==> src/rtl/ifetch_ahb_master_if.sv <==
// ifetch_ahb_master_if: bundle of AHB-Lite read-side signals plus the core fetch handshake.
//
//   master modport (fetch unit): drives HADDR/HTRANS/HWRITE/HWDATA and the inst_* outputs;
//                                samples HRDATA, fetch_en, redirect_*, inst_ready.
//   slave modport  (ROM + core): the mirror image.
interface ifetch_ahb_master_if;
    logic [63:0] HADDR;
    logic [1:0]  HTRANS;
    logic        HWRITE;
    logic [63:0] HWDATA;
    logic [63:0] HRDATA;
    logic        fetch_en;
    logic        redirect_valid;
    logic [63:0] redirect_pc;
    logic        inst_valid;
    logic        inst_ready;
    logic [31:0] inst_data;
    logic [63:0] inst_pc;

    modport master (
        output HADDR, HTRANS, HWRITE, HWDATA, inst_valid, inst_data, inst_pc,
        input  HRDATA, fetch_en, redirect_valid, redirect_pc, inst_ready
    );

    modport slave (
        input  HADDR, HTRANS, HWRITE, HWDATA, inst_valid, inst_data, inst_pc,
        output HRDATA, fetch_en, redirect_valid, redirect_pc, inst_ready
    );
endinterface

==> src/rtl/ifetch_ahb_master.sv <==
// ifetch_ahb_master: byte-wide instruction fetch over AHB-Lite. Each instruction is read one
// byte per beat (NONSEQ then SEQ), assembled little-endian and held until the core takes it.
//
// Ports:
//   HCLK   - clock, rising edge
//   HRESET - asynchronous active-low reset
//   bus    - ifetch_ahb_master_if.master (AHB address/data phase + core fetch handshake)
//
// Build option: define IFETCH_RVC_EN to stop after two beats when byte 0 marks a
// compressed (16-bit) instruction; otherwise every instruction is four bytes.
module ifetch_ahb_master #(
    parameter logic [63:0] RESET_PC   = 64'h0,
    parameter logic [1:0]  IDLE_TRANS = 2'b00
) (
    input  logic                       HCLK,
    input  logic                       HRESET,
    ifetch_ahb_master_if.master        bus
);

    localparam logic [1:0] TransNonseq = 2'b10;
    localparam logic [1:0] TransSeq    = 2'b11;

    typedef enum logic [1:0] {StIdle, StReq, StLast, StHold} state_e;

    state_e          state_q, state_d;
    logic [1:0]      beat_q, beat_d;
    logic [63:0]     pc_q, pc_d;
    logic [3:0][7:0] data_q, data_d;
    logic [63:0]     inst_len;

    logic [63:0]     haddr;
    logic [1:0]      htrans;
    logic            inst_valid;

    // Only the low byte lane carries instruction data.
    logic unused_hrdata;
    assign unused_hrdata = ^bus.HRDATA[63:8];

`ifdef IFETCH_RVC_EN
    logic comp_q, comp_d;
    assign inst_len = comp_q ? 64'd2 : 64'd4;
`else
    assign inst_len = 64'd4;
`endif

    always_comb begin
        state_d    = state_q;
        beat_d     = beat_q;
        pc_d       = pc_q;
        data_d     = data_q;
`ifdef IFETCH_RVC_EN
        comp_d     = comp_q;
`endif
        haddr      = 64'h0;
        htrans     = IDLE_TRANS;
        inst_valid = 1'b0;

        unique case (state_q)
            StIdle: begin
                if (bus.fetch_en) begin
                    state_d = StReq;
                    beat_d  = 2'd0;
                end
            end
            StReq: begin
                haddr  = pc_q + {62'h0, beat_q};
                htrans = (beat_q == 2'd0) ? TransNonseq : TransSeq;
                if (beat_q == 2'd0) begin
                    // Clear so a short instruction leaves the upper half zero.
                    data_d = '0;
`ifdef IFETCH_RVC_EN
                    comp_d = 1'b0;
`endif
                end else begin
                    // Data phase of the previous beat lands now.
                    data_d[beat_q - 2'd1] = bus.HRDATA[7:0];
                end
                if (beat_q == 2'd3) begin
                    state_d = StLast;
                end else begin
                    beat_d = beat_q + 2'd1;
                end
`ifdef IFETCH_RVC_EN
                // Byte 0 low bits != 2'b11 marks a 16-bit instruction.
                if (beat_q == 2'd1 && bus.HRDATA[1:0] != 2'b11) begin
                    state_d = StLast;
                    beat_d  = beat_q;
                    comp_d  = 1'b1;
                end
`endif
            end
            StLast: begin
                // beat_q still names the last address beat, i.e. the final byte index.
                data_d[beat_q] = bus.HRDATA[7:0];
                state_d        = StHold;
            end
            StHold: begin
                inst_valid = 1'b1;
                if (bus.inst_ready) begin
                    pc_d    = pc_q + inst_len;
                    beat_d  = 2'd0;
                    state_d = bus.fetch_en ? StReq : StIdle;
                end
            end
            default: state_d = StIdle;
        endcase

        // Redirect overrides everything, including a completing handshake's pc step.
        if (bus.redirect_valid) begin
            pc_d    = bus.redirect_pc;
            beat_d  = 2'd0;
            data_d  = '0;
            state_d = bus.fetch_en ? StReq : StIdle;
`ifdef IFETCH_RVC_EN
            comp_d  = 1'b0;
`endif
        end
    end

    always_ff @(posedge HCLK or negedge HRESET) begin
        if (!HRESET) begin
            state_q <= StIdle;
            beat_q  <= 2'd0;
            pc_q    <= RESET_PC;
            data_q  <= '0;
`ifdef IFETCH_RVC_EN
            comp_q  <= 1'b0;
`endif
        end else begin
            state_q <= state_d;
            beat_q  <= beat_d;
            pc_q    <= pc_d;
            data_q  <= data_d;
`ifdef IFETCH_RVC_EN
            comp_q  <= comp_d;
`endif
        end
    end

    assign bus.HADDR      = haddr;
    assign bus.HTRANS     = htrans;
    assign bus.HWRITE     = 1'b0;
    assign bus.HWDATA     = 64'h0;
    assign bus.inst_valid = inst_valid;
    assign bus.inst_data  = inst_valid ? data_q : 32'h0;
    assign bus.inst_pc    = inst_valid ? pc_q : 64'h0;

endmodule

==> src/flat_wrapper.sv <==
// flat-port wrapper written by rule: the top's interface ports become plain ports
module ifetch_ahb_master_flat 
#(
    parameter logic [63:0] RESET_PC   = 64'h0,
    parameter logic [1:0]  IDLE_TRANS = 2'b00
)
  (HCLK, HRESET, bus_HADDR, bus_HTRANS, bus_HWRITE, bus_HWDATA, bus_inst_valid, bus_inst_data, bus_inst_pc, bus_HRDATA, bus_fetch_en, bus_redirect_valid, bus_redirect_pc, bus_inst_ready);
  ifetch_ahb_master_if bus_i ();
  input  logic HCLK;
  input  logic HRESET;
  output wire logic [$bits(bus_i.HADDR)-1:0] bus_HADDR;
  output wire logic [$bits(bus_i.HTRANS)-1:0] bus_HTRANS;
  output wire logic [$bits(bus_i.HWRITE)-1:0] bus_HWRITE;
  output wire logic [$bits(bus_i.HWDATA)-1:0] bus_HWDATA;
  output wire logic [$bits(bus_i.inst_valid)-1:0] bus_inst_valid;
  output wire logic [$bits(bus_i.inst_data)-1:0] bus_inst_data;
  output wire logic [$bits(bus_i.inst_pc)-1:0] bus_inst_pc;
  input wire logic [$bits(bus_i.HRDATA)-1:0] bus_HRDATA;
  input wire logic [$bits(bus_i.fetch_en)-1:0] bus_fetch_en;
  input wire logic [$bits(bus_i.redirect_valid)-1:0] bus_redirect_valid;
  input wire logic [$bits(bus_i.redirect_pc)-1:0] bus_redirect_pc;
  input wire logic [$bits(bus_i.inst_ready)-1:0] bus_inst_ready;
  assign bus_HADDR = bus_i.HADDR;
  assign bus_HTRANS = bus_i.HTRANS;
  assign bus_HWRITE = bus_i.HWRITE;
  assign bus_HWDATA = bus_i.HWDATA;
  assign bus_inst_valid = bus_i.inst_valid;
  assign bus_inst_data = bus_i.inst_data;
  assign bus_inst_pc = bus_i.inst_pc;
  assign bus_i.HRDATA = bus_HRDATA;
  assign bus_i.fetch_en = bus_fetch_en;
  assign bus_i.redirect_valid = bus_redirect_valid;
  assign bus_i.redirect_pc = bus_redirect_pc;
  assign bus_i.inst_ready = bus_inst_ready;
  ifetch_ahb_master #(.RESET_PC(RESET_PC), .IDLE_TRANS(IDLE_TRANS)) u_core (.HCLK(HCLK), .HRESET(HRESET), .bus(bus_i));
endmodule
==> config.mk <==
export PLATFORM = sky130hd
export DESIGN_NAME = ifetch_ahb_master_flat
export DESIGN_NICKNAME = d
export VERILOG_FILES = /design/src/rtl/ifetch_ahb_master_if.sv /design/src/rtl/ifetch_ahb_master.sv /design/src/flat_wrapper.sv
export SDC_FILE = /design/constraint.sdc
export NUM_CORES = 1
export LEC_CHECK = 0
export CAP_MARGIN = 20
export CORE_AREA = 2 2 149 151
export CTS_CLUSTER_DIAMETER = 30
export DETAILED_ROUTE_END_ITERATION = 12
export DIE_AREA = 0 0 151 153
export PLACE_DENSITY = 0.77
export SLEW_MARGIN = 10
export SYNTH_ARGS = -nofsm -noshare
export SYNTH_HDL_FRONTEND = slang
export SYNTH_SLANG_ARGS = --single-unit
==> constraint.sdc <==
create_clock -name HCLK -period 3.27 [get_ports HCLK]
set_input_delay 0.654 -clock HCLK [delete_from_list [all_inputs] [get_ports HCLK]]
set_output_delay 0.654 -clock HCLK [all_outputs]
set_load 0.01 [all_outputs]
* Yosys cells after proc, flatten, opt, wreduce, memory -nomap -nowiden
Cells that the tools add are included.
Cells by class: $add $sub $neg 4, eq/ne operators 8, reduce and logical (&&, ||, !) cells 11, multiplexer cells 29, order comparisons 4
Operators with widths (count):
- $mux W64 | 5
- $mux W32 | 3
- $add A64 B2 Y64 | 1
- $add A64 B3 Y64 const B | 1
- $bwmux W32 | 2
- $pmux W32 S2 | 1
- $demux W8 S2 | 2
- $mux W2 | 9
- $mux W8 | 2
- $ne A3 B3 Y1 const B | 3
- $pmux W2 S4 | 1
- $eq A2 B2 Y1 const B | 3
- $lt A2 B3 Y1 const B | 2
- $pmux W2 S3 | 1
- $ge A2 B1 Y1 const B | 2
- $logic_not A2 Y1 | 2
- $reduce_and A4 Y1 | 1
- $reduce_bool A2 Y1 | 2
- $reduce_bool A4 Y1 | 1
- $mux W1 | 3
- $ne A3 B2 Y1 const B | 1
- $reduce_and A3 Y1 | 1
- $reduce_bool A3 Y1 | 1
- $add A2 B1 Y2 const B | 1
- 4 further kinds | 5
Word-level totals: output and inout bits 228, input bits 133, flip-flop bits (word level) 100, word-level logic and storage cells 63

* Logic depth before layout (Yosys ltp)
depth after elaboration 9, gate-level depth with buffers 8, depth with buffers taken out 7

* Least setup slack after synthesis
OpenSTA, ideal clock, no wires.
path kind register to output, start register u_core.beat_q[0], end output port bus_HADDR[48], data required time 2616 ps, arrival 2582 ps, setup slack 34 ps, stages on the path, launching flop included 9, path buffers 1, cell sequence dfrtp_1 -> ha_1 -> fa_1 -> clkbuf_1 -> nand2_1 -> nor4_2 -> nand2_1 -> or4_1 -> a21oi_1
Between the ends: longest elaborated chain between the ends 2
RTL lines:
- start: declaration | RTL line ifetch_ahb_master.sv:26 | logic [1:0] beat_q, beat_d;
- start signal: assignment | RTL line ifetch_ahb_master.sv:131 | beat_q <= beat_d;
- $add A64 B2 Y64 | RTL line ifetch_ahb_master.sv:66 | haddr = pc_q + {62'h0, beat_q};
- $mux W64 | RTL line ifetch_ahb_master.sv:58 | unique case (state_q)
- end: declaration | RTL line flat_wrapper.sv:11 | output wire logic [$bits(bus_i.HADDR)-1:0] bus_HADDR;
Every way passes these cells.

* Worst setup path after layout
start register u_core.pc_q[44], end output port bus_HADDR[52]
Between the ends: longest elaborated chain between the ends 2
RTL lines:
- start: declaration | RTL line ifetch_ahb_master.sv:27 | logic [63:0] pc_q, pc_d;
- start signal: assignment | RTL line ifetch_ahb_master.sv:132 | pc_q <= pc_d;
- $add A64 B2 Y64 | RTL line ifetch_ahb_master.sv:66
- $mux W64 | RTL line ifetch_ahb_master.sv:58
Every way passes these cells.

==> key figures <==
STA
  – Max-slew headroom: 56.9%
  – Worst-Margin Slew: 644 ps
  – Final Cycle Share: 101%
  – Final setup viols: 1
  – Final Slew Violations: 0
  – Hold Slack: 225 ps
  – Clock Skew: 9.42 ps
  – Final hold vios: 0
  – Final worst slack: -29.7 ps
  – Max Fclk: 0.303 GHz
  – Setup TNS: -29.7 ps
  – RSZ-0062 raised after global routing: yes
  – Min Tclk post-route: 3300 ps

Final layout
  – # nets final: 1539
  – Layout fillers: 1948
  – Final std cells w/o fill: 1678
  – Number of diodes: 0
  – Multi-input gate area: 5400 um^2
  – Layout cells sized above 1: 21.7%
  – Final Util: 57.2%
  – Area Overhead vs Synth: 49.4%
  – FF/Latch Area: 2510 um^2

Floorplan
  – Chip height: 153 um
  – Boundary Pins: 361
  – Initial Utilization: 38.3%
  – Die Width: 151 um
  – Core Rows: 54
  – Core Region: 21500 um^2
  – Die area: 23100 um^2

Power
  – VDD IR-drop max: 0.252 mV
  – Pwr Density: 414 nW/um^2
  – Pleak: 5.17 nW
  – Overall Power: 0.00508 W

GRT
  – Vias in the first global route: 8840
  – Grt ovf: 0
  – Global-route wire length before repair: 49.7 mm
  – Largest net degree at the start of global routing: 63
  – Initial antenna violation count: 0
  – GRT Total Usage: 27.8%

Placement
  – Inst Count DP: 1637
  – HPWL after detailed placement: 25.2 mm
  – Gp weighted congestion: 0.978
  – I/O Buffers: 239

Logic synthesis
  – Most frequent cells after synthesis: 101 x and2_1, 100 x dfrtp_1, 92 x nor2_1
  – Post-synthesis cell count: 1037
  – Avg Cell Area, Syn: 7.94 um^2
  – Ys async rst share: 100%
  – Post-synth EDFFs: 0
  – Synth warn: 0
  – Synth top area share: 30.4%
  – Library cells used by synthesis: 59
  – Mapped cell area: 8230 um^2
  – Seq/Total Area, Yosys: 30.4%
  – Top cells by area, synth: dfrtp_1 30%, and2_1 7.7%, buf_4 6.4%
  – Count leader, synth: and2_1
  – Primary FF master, synth: dfrtp_1
  – Cell accounting for the most synthesized area: dfrtp_1
  – #FFs+latches synth: 100

Critical path
  – Reg2reg start: u_core.state_q[1]$_DFFE_PN0P_
  – Worst setup EP type: output pin
  – Startpoint Class: register
  – Reg2Reg Depth: 7
  – Worst endpoint required time: 2620 ps
  – CP Class: register to output pin
  – Crit-path max FO: 3
  – FF-to-FF End: u_core.pc_q[47]$_DFFE_PN0P_
  – R2R Setup Slk: 670 ps
  – Worst Setup EP: bus_HADDR[52]
  – Worst EP arrival: 2650 ps
  – Worst Setup SP: u_core.pc_q[44]$_DFFE_PN0P_

Drt
  – Via Count: 9122
  – DRT iter0 DRCs: 637
  – DRC viols: 0
  – Vias/cell: 5.44
  – Routed WL: 32.4 mm
  – DRT Pass-1 Iters: 5
  – Drt wl/cell: 19.3 um
  – Antenna Violating Nets Remaining: 0

Clock network
  – Worst skew pair latency: 360 ps
  – Num Clock Sinks: 100
  – Total CTS buffers: 9
  – Root buffer cell: clkbuf_16
  – Clock buffer depth: 2
  – H-tree Lvls: 3
  – Clk pin slew, worst setup/hold paths: 80 ps
  – CTS tree: done

Run
  – Max cap viols: 0

Hold path
  – Worst min path class: input port to asynchronous set/reset pin

Outcome
  – Failing checks: setup timing
  – Status: complete, but fails checks
-- flip-flops by register name, summed over array words and instances, names as in the netlist --
register / cells
u_core.beat_q: 2
u_core.data_q: 32
u_core.pc_q: 64
u_core.state_q: 2
-- per-layer routing --
metal  global-route usage, %  vias to the layer above  wire, um
met5                       0                        -         0
met4                    8.99                        0       955
met3                    3.73                       61      2440
met2                    46.0                      415     15400
met1                    37.5                     4407     13600
li1                        -                     4239         -
-- layout by cell type, fill, tap and decap left out, drive strengths merged, types with 11 or more instances in the layout --
master         instances
and2                 103
clkdlybuf4s50        185
conb                  65
dfrtp                100
or3                   35
nor4                  22
ha                    12
inv                   19
clkbuf                20
nand2                 92
or4                   16
buf                  194
nor2                  92
o21ai                 82
nand4                 61
a22o                  32
nor3                  13
a21oi                 26
xor2                  50
nand3                 38
dlygate4sd2           19
xnor2                 25
and3                  11
a31oi                 19
-- critical path, stage by stage (launching register included) --
cell and delay [ps]:
dfrtp_1 380, buf_6 120, nand4_4 110, or4_4 530, or4_4 530, or3_1 320
a21oi_1 140, buf_2 150
-- final cells by class --
class / count / area share (%)
Tap cell: 280 / 2.85
Sequential cell: 100 / 20.4
Timing Repair Buffer: 420 / 30.1
Clock buffer: 9 / 1.83
Multi-Input combinational cell: 848 / 43.9
Clock inverter: 7 / 0.550
Inverter: 14 / 0.427
-- through the flow --
stage	cell area, um^2	setup WS, ps
global route	12300	-97.6
floorplan	8470	33.8
CTS	12100	-85.9
detailed placement	11600	-58.7
global placement	11600	-71.0
finish	12300	-29.7
-- cells by family after synthesis --
logic type	after synthesis	synth area share, %
compound gates	184	13.8
flops	100	30.4
mux	8	1.03
other cells	1	0.0456
buf+inv	153	10.9
simple gates	503	33.8
xor+xnor	75	7.98
fa+ha+maj	13	2.07
-- what timing repair did --
item / 4_1_cts / 5_1_grt
pin swaps: 13 / 20
setup buffers: 18 / 7
endpoints found under the setup margin: 50 / 34
hold buffers: 0 / 0
gates resized for setup: 117 / 76
-- where the power goes --
group,total (W),internal (W),switching (W)
Sequential,0.00147,0.00135,0.000119
Combinational,0.00252,0.00111,0.00140
Clock,0.00110,0.000538,0.000559
Total,0.00508,0.00300,0.00208
-- worst min-delay path by stage --
stage	startpoint	endpoint	slack (ps)	cells past startpoint
6_report	HRESET	u_core.data_q[19]$_DFFE_PN0P_	230	1
3_5_place_dp	u_core.data_q[24]$_DFFE_PN0P_	u_core.data_q[24]$_DFFE_PN0P_	480	1
4_1_cts	HRESET	u_core.data_q[24]$_DFFE_PN0P_	240	1
2_1_floorplan	HRESET	u_core.beat_q[0]$_DFFE_PN0P_	360	0
3_3_place_gp	u_core.data_q[31]$_DFFE_PN0P_	u_core.data_q[31]$_DFFE_PN0P_	480	1
5_1_grt	HRESET	u_core.data_q[19]$_DFFE_PN0P_	260	1
(Power assumes the default switching activity.)
